File: src/rtl/store_commit_unit_pkg.sv
// Shared types for the store commit unit: store sizes, buffer entry layout, drain FSM states.
package store_commit_unit_pkg;

    typedef enum logic [1:0] {
        SZ_BYTE = 2'b00,
        SZ_HALF = 2'b01,
        SZ_WORD = 2'b10
    } store_size_e;

    // addr is kept word-aligned; be==0 marks an entry that must not reach memory
    typedef struct packed {
        logic [31:0] addr;
        logic [31:0] wdata;
        logic [3:0]  be;
    } stb_entry_t;

    typedef enum logic {
        STB_IDLE,
        STB_REQ
    } stb_state_e;

endpackage

File: src/rtl/store_lane_gen.sv
// Converts access size and byte offset into byte enables and lane-shifted data.
// Misaligned or illegal-size accesses produce be=0 and raise misalign.
module store_lane_gen
    import store_commit_unit_pkg::*;
(
    input  logic [1:0]  size,
    input  logic [1:0]  off,
    input  logic [31:0] data,
    output logic [3:0]  be,
    output logic [31:0] wdata,
    output logic        misalign
);

    always_comb begin
        be       = 4'b0000;
        wdata    = 32'd0;
        misalign = 1'b0;
        case (size)
            SZ_BYTE: begin
                be    = 4'b0001 << off;
                wdata = {24'd0, data[7:0]} << {off, 3'b000};
            end
            SZ_HALF: begin
                if (off[0]) begin
                    misalign = 1'b1;
                end else begin
                    be    = 4'b0011 << off;
                    wdata = {16'd0, data[15:0]} << {off, 3'b000};
                end
            end
            SZ_WORD: begin
                if (off != 2'b00) begin
                    misalign = 1'b1;
                end else begin
                    be    = 4'b1111;
                    wdata = data;
                end
            end
            default: misalign = 1'b1;
        endcase
    end

endmodule

File: src/rtl/store_commit_unit.sv
// Store commit buffer: captures committed stores from the ROB head and drains them to memory.
// Optional macro STB_FWD_EN adds a combinational load-forwarding lookup port.
module store_commit_unit
    import store_commit_unit_pkg::*;
#(
    parameter int STB_DEPTH = 4,
    parameter int ADDR_W    = 32
) (
    input  logic                         clk_in,
    input  logic                         rst_in,
    input  logic                         store_valid_in,
    input  logic [31:0]                  store_addr_in,
    input  logic [31:0]                  store_data_in,
    input  logic [1:0]                   store_size_in,
    output logic                         store_read_out,
    output logic                         mem_req_out,
    output logic [ADDR_W-1:0]            mem_addr_out,
    output logic [31:0]                  mem_wdata_out,
    output logic [3:0]                   mem_be_out,
    input  logic                         mem_ack_in,
    output logic                         stb_empty_out,
    output logic [$clog2(STB_DEPTH):0]   stb_count_out,
    output logic                         misalign_err_out
`ifdef STB_FWD_EN
    ,
    input  logic [31:0]                  ld_addr_in,
    input  logic [1:0]                   ld_size_in,
    output logic                         fwd_hit_out,
    output logic [31:0]                  fwd_data_out,
    output logic                         fwd_conflict_out
`endif
);

    localparam int PTR_W = $clog2(STB_DEPTH);
    localparam int CNT_W = PTR_W + 1;

    stb_entry_t             entries [STB_DEPTH];
    logic [PTR_W-1:0]       head, tail;
    logic [CNT_W-1:0]       count;
    stb_state_e             state, state_nxt;
    stb_entry_t             head_e, load_e;
    logic                   cap, pop, load_out;
    logic [3:0]             lg_be;
    logic [31:0]            lg_wdata;
    logic                   lg_mis;

    store_lane_gen u_st_lane (
        .size     (store_size_in),
        .off      (store_addr_in[1:0]),
        .data     (store_data_in),
        .be       (lg_be),
        .wdata    (lg_wdata),
        .misalign (lg_mis)
    );

    // store_read_out gating keeps a still-visible ROB head from being captured twice
    assign cap    = store_valid_in && (count < CNT_W'(STB_DEPTH)) && !store_read_out;
    assign head_e = entries[head];
    assign load_e = (state == STB_REQ) ? entries[head + 1'b1] : head_e;

    always_comb begin
        state_nxt = state;
        pop       = 1'b0;
        load_out  = 1'b0;
        case (state)
            STB_IDLE: begin
                if (count != '0) begin
                    if (head_e.be == 4'b0000) begin
                        pop = 1'b1;
                    end else begin
                        load_out  = 1'b1;
                        state_nxt = STB_REQ;
                    end
                end
            end
            STB_REQ: begin
                if (mem_ack_in) begin
                    pop = 1'b1;
                    // a be=0 successor is retired from IDLE without touching memory
                    if (count > CNT_W'(1) && load_e.be != 4'b0000) begin
                        load_out = 1'b1;
                    end else begin
                        state_nxt = STB_IDLE;
                    end
                end
            end
            default: state_nxt = STB_IDLE;
        endcase
    end

    always_ff @(posedge clk_in) begin
        if (!rst_in) state <= STB_IDLE;
        else         state <= state_nxt;
    end

    always_ff @(posedge clk_in) begin
        if (cap) entries[tail] <= '{addr: {store_addr_in[31:2], 2'b00}, wdata: lg_wdata, be: lg_be};
    end

    always_ff @(posedge clk_in) begin
        if (!rst_in) begin
            head             <= '0;
            tail             <= '0;
            count            <= '0;
            store_read_out   <= 1'b0;
            mem_req_out      <= 1'b0;
            mem_addr_out     <= '0;
            mem_wdata_out    <= '0;
            mem_be_out       <= '0;
            misalign_err_out <= 1'b0;
        end else begin
            store_read_out <= cap;
            if (cap) begin
                tail <= tail + 1'b1;
                if (lg_mis) misalign_err_out <= 1'b1;
            end
            if (pop) head <= head + 1'b1;
            count       <= count + CNT_W'(cap) - CNT_W'(pop);
            mem_req_out <= (state_nxt == STB_REQ);
            if (load_out) begin
                mem_addr_out  <= load_e.addr[ADDR_W-1:0];
                mem_wdata_out <= load_e.wdata;
                mem_be_out    <= load_e.be;
            end
        end
    end

    assign stb_empty_out = (count == '0) && (state == STB_IDLE);
    assign stb_count_out = count;

`ifdef STB_FWD_EN
    logic [3:0]  ld_be;
    logic [31:0] ld_wdata;
    logic        ld_mis;
    logic [31:0] fwd_word, fwd_mask;
    stb_entry_t  fwd_e;

    store_lane_gen u_ld_lane (
        .size     (ld_size_in),
        .off      (ld_addr_in[1:0]),
        .data     (32'd0),
        .be       (ld_be),
        .wdata    (ld_wdata),
        .misalign (ld_mis)
    );

    // oldest to youngest, so the youngest overlapping entry decides the outcome
    always_comb begin
        fwd_hit_out      = 1'b0;
        fwd_conflict_out = 1'b0;
        fwd_word         = 32'd0;
        fwd_e            = '0;
        for (int i = 0; i < STB_DEPTH; i++) begin
            if (CNT_W'(i) < count) begin
                fwd_e = entries[head + PTR_W'(i)];
                if (fwd_e.addr[31:2] == ld_addr_in[31:2] && (fwd_e.be & ld_be) != 4'b0000) begin
                    if ((fwd_e.be & ld_be) == ld_be) begin
                        fwd_hit_out      = 1'b1;
                        fwd_conflict_out = 1'b0;
                        fwd_word         = fwd_e.wdata;
                    end else begin
                        fwd_hit_out      = 1'b0;
                        fwd_conflict_out = 1'b1;
                    end
                end
            end
        end
    end

    always_comb begin
        case (ld_size_in)
            SZ_BYTE: fwd_mask = 32'h0000_00FF;
            SZ_HALF: fwd_mask = 32'h0000_FFFF;
            default: fwd_mask = 32'hFFFF_FFFF;
        endcase
    end

    assign fwd_data_out = fwd_hit_out ? ((fwd_word >> {ld_addr_in[1:0], 3'b000}) & fwd_mask) : 32'd0;
`endif

endmodule
File: config.mk
export PLATFORM = sky130hd
export DESIGN_NAME = store_commit_unit
export DESIGN_NICKNAME = d
export VERILOG_FILES = /design/src/rtl/store_commit_unit_pkg.sv /design/src/rtl/store_lane_gen.sv /design/src/rtl/store_commit_unit.sv
export SDC_FILE = /design/constraint.sdc
export NUM_CORES = 1
export LEC_CHECK = 0
export CAP_MARGIN = 5
export CORE_MARGIN = 4
export CORE_UTILIZATION = 55
export DETAILED_ROUTE_END_ITERATION = 6
export PLACE_DENSITY = 0.76
export SLEW_MARGIN = 20
export SYNTH_ARGS = -nofsm -noshare
export SYNTH_HDL_FRONTEND = slang
export SYNTH_SLANG_ARGS = --single-unit
File: constraint.sdc
create_clock -name clk_in -period 9.6 [get_ports clk_in]
set_clock_uncertainty 0.1 [all_clocks]
set_input_delay 1.92 -clock clk_in [delete_from_list [all_inputs] [get_ports clk_in]]
set_output_delay 1.92 -clock clk_in [all_outputs]
set_load 0.005 [all_outputs]
==> impl_metrics.toml <==
[clock_tree]
clkSinkCount = 342
tritoncts = "yes"
clk_pin_slew_ns = 0.06
clk_latency_ns = 0.52
clockBufferDepth = 3
root_buffer = "clkbuf_16"
post_cts_buffers = 0
postCtsHoldBufs = 0
cts_made_buffers = 38
cts_resized = 0
cts_max_level = 2

[setup_path]
path_max_fanout = 48
cp.required_ns = 9.84
crit_type = "reg2reg"
endpoint_kind = "register"
startpoint_type = "register"
cp.arrival_ns = 4.95
rrSetupSlack_ns = 4.89
reg2regPathDepth = 7

[sta]
setup_slack_ns = 4.893
setup_viol = 0
worst_pin_slew_ns = 1.039
slew_headroom = 0.3061
finalCritPeriodShare = 0.4903
final_max_slew_viol_count = 0
fin_hold_ws_ns = 0.4007
rsz0062_at_grt = "false"
timing_hold_violations_final = 0
setup_tns_ns = 0
final.min_clock_period_ns = 4.707
max_freq_mhz = 212.5

[status]
status = "completed"

[global_route]
antenna_found_initial = 1
grtUsageMet1 = 0.3489
grt_overflow_total = 0
grt_pass1_wl_microns = 74910
grt_max_degree = 95
grt_usage = 0.2670
grt_pass1_vias = 13268
busiest_layer = "met2"
grtUsageMet2 = 0.4608
use_met3 = 0.04237

[floorplanning]
dieHeight_microns = 187.4
die_w_microns = 187.4
initial_core_util = 0.5598
io_pins = 145
coreArea_sq_um = 31640
rows = 65
dieArea_sq_um = 35130

[drt]
vias_per_cell = 6.856
post_drt_wl_per_cell_microns = 25.50
vias = 12957
dr.pass1.iters = 5
routed_wl_microns = 48200
ant_nets = 0
drt_iter0_drc = 1392
drcViolationCount = 0

[final_layout]
layout_common_cells = "edfxtp_1, mux2i_1, nand2_1, clkdlybuf4s50_1, nor2_1"
fin_util = 0.6483
area_growth_pct = 15.81
fillCellCount = 2260
final_common_cell = "edfxtp_1"
drive_above_1_share = 0.1109
nets = 1535
multiInputGateArea_sq_um = 7646
register_area_sq_um = 9499
antenna_cells = 0

[worst_hold_path]
hold_depth = 1
min_path_type = "reg2reg"

[synthesis]
seq_area_frac_synth = 0.5358
synth_top_area_cell = "edfxtp_1"
ys_warn_count = 0
synth_area_per_cell_sq_um = 12.70
synth_area_leaders = "edfxtp_1, mux2i_1, dfxtp_1, mux4_2, o22a_1"
synth_cells = 1394
synth_edf_count = 264
synth-async-reset-ratio = 0
synth-seq-cells = 342
yosysTopAreaCellShare = 0.4476
yosysUniqueCellTypes = 51
ys.flop_type = "edfxtp_1"
syn_area_sq_um = 17710

[power]
max-vdd-ir-drop_v = 0.0003362
p_leak_nw = 6.685
total_power_mw = 6.125
powerDensity_nw_per_um2 = 298.6

[placement]
post-dp-hpwl_microns = 26880
portBuffers = 142
post-place-ws_ns = 4.958
globalplace.congestion = 0.8354

[run]
maxCapViolations = 0
[power by group]
group          switching (mW)  leakage [nW]  internal (mW)
Sequential              0.189          3.09           1.87
Clock                   0.577         0.604          0.868
Combinational            1.61          3.00           1.01
[layout make-up]
type | count | area share
Sequential cell | 342 | 0.4632
Multi-Input combinational cell | 905 | 0.3728
Timing Repair Buffer | 164 | 0.07723
Clock buffer | 50 | 0.05216
Tap cell | 402 | 0.02452
Clock inverter | 20 | 0.008846
Inverter | 7 | 0.001281
[worst paths after layout]
check | start | to
setup / recovery | register | mem_wdata_out[3]
hold / removal | mem_be_out[2] | mem_be_out[2]
setup reg to reg | register | mem_wdata_out[3]
hold reg to reg | mem_be_out[2] | mem_be_out[2]
[through the flow]
stage / instances / cell area, sq um
floorplan: 1395 / 17710
global placement: 1820 / 19260
detailed placement: 1820 / 19260
CTS: 1890 / 20510
global route: 1890 / 20510
finish: 1890 / 20510
[flip-flops by register name (all words and copies together), names as in the netlist, named ones only]
register,count
mem_req_out,1
stb_count_out,3
tail,2
mem_addr_out,30
head,2
mem_be_out,4
mem_wdata_out,32
entries,264
store_read_out,1
misalign_err_out,1
[kinds of logic (layout without fill, tap and decap cells)]
| group | after synthesis | in the layout | share of synthesized area |
|---|---|---|---|
| AO/OA/AOI/OAI | 364 | 364 | 0.1612 |
| flip-flops | 342 | 342 | 0.5358 |
| AND/OR/NAND/NOR | 264 | 264 | 0.06330 |
| multiplexers | 263 | 263 | 0.1932 |
| buffers and inverters | 148 | 241 | 0.03843 |
| adder cells (fa/ha/maj) | 7 | 7 | 0.005369 |
| XOR/XNOR | 5 | 5 | 0.002473 |
| other | 1 | 2 | 0.0002118 |
[worst max-delay path, cell delays in order (launching register included)]
cell and delay [ns]:
dfxtp_4 0.85, buf_4 0.76, or4b_2 0.66, o221ai_2 0.34, a21o_4 0.57, buf_4 0.68, mux2i_1 0.25, o311ai_0 0.15
[routing by layer]
metal / wire (microns) / vias up
met2: 23830 / 752
met4: 1362 / 2
met3: 4179 / 134
met1: 18810 / 6408
met5: 13 / -
li1: - / 5661
[synthesized netlist by cell type, drive strengths merged, types with 2 or more instances]
library cell,number
a21oi,65
buf,45
a211oi,2
o21ai,3
nor3,2
and2,21
mux4,63
o211a,4
or4,3
a21boi,61
mux2i,200
nor2,78
clkbuf,96
o41ai,64
a22oi,17
o221ai,6
o311ai,62
a22o,8
ha,6
a41o,4
o22a,65
dfxtp,78
nor2b,4
inv,7
nand2b,2
xnor2,4
or4b,2
or2,3
nand2,142
edfxtp,264
nor3b,3
Note: power is estimated with default switching activity, not from simulation.
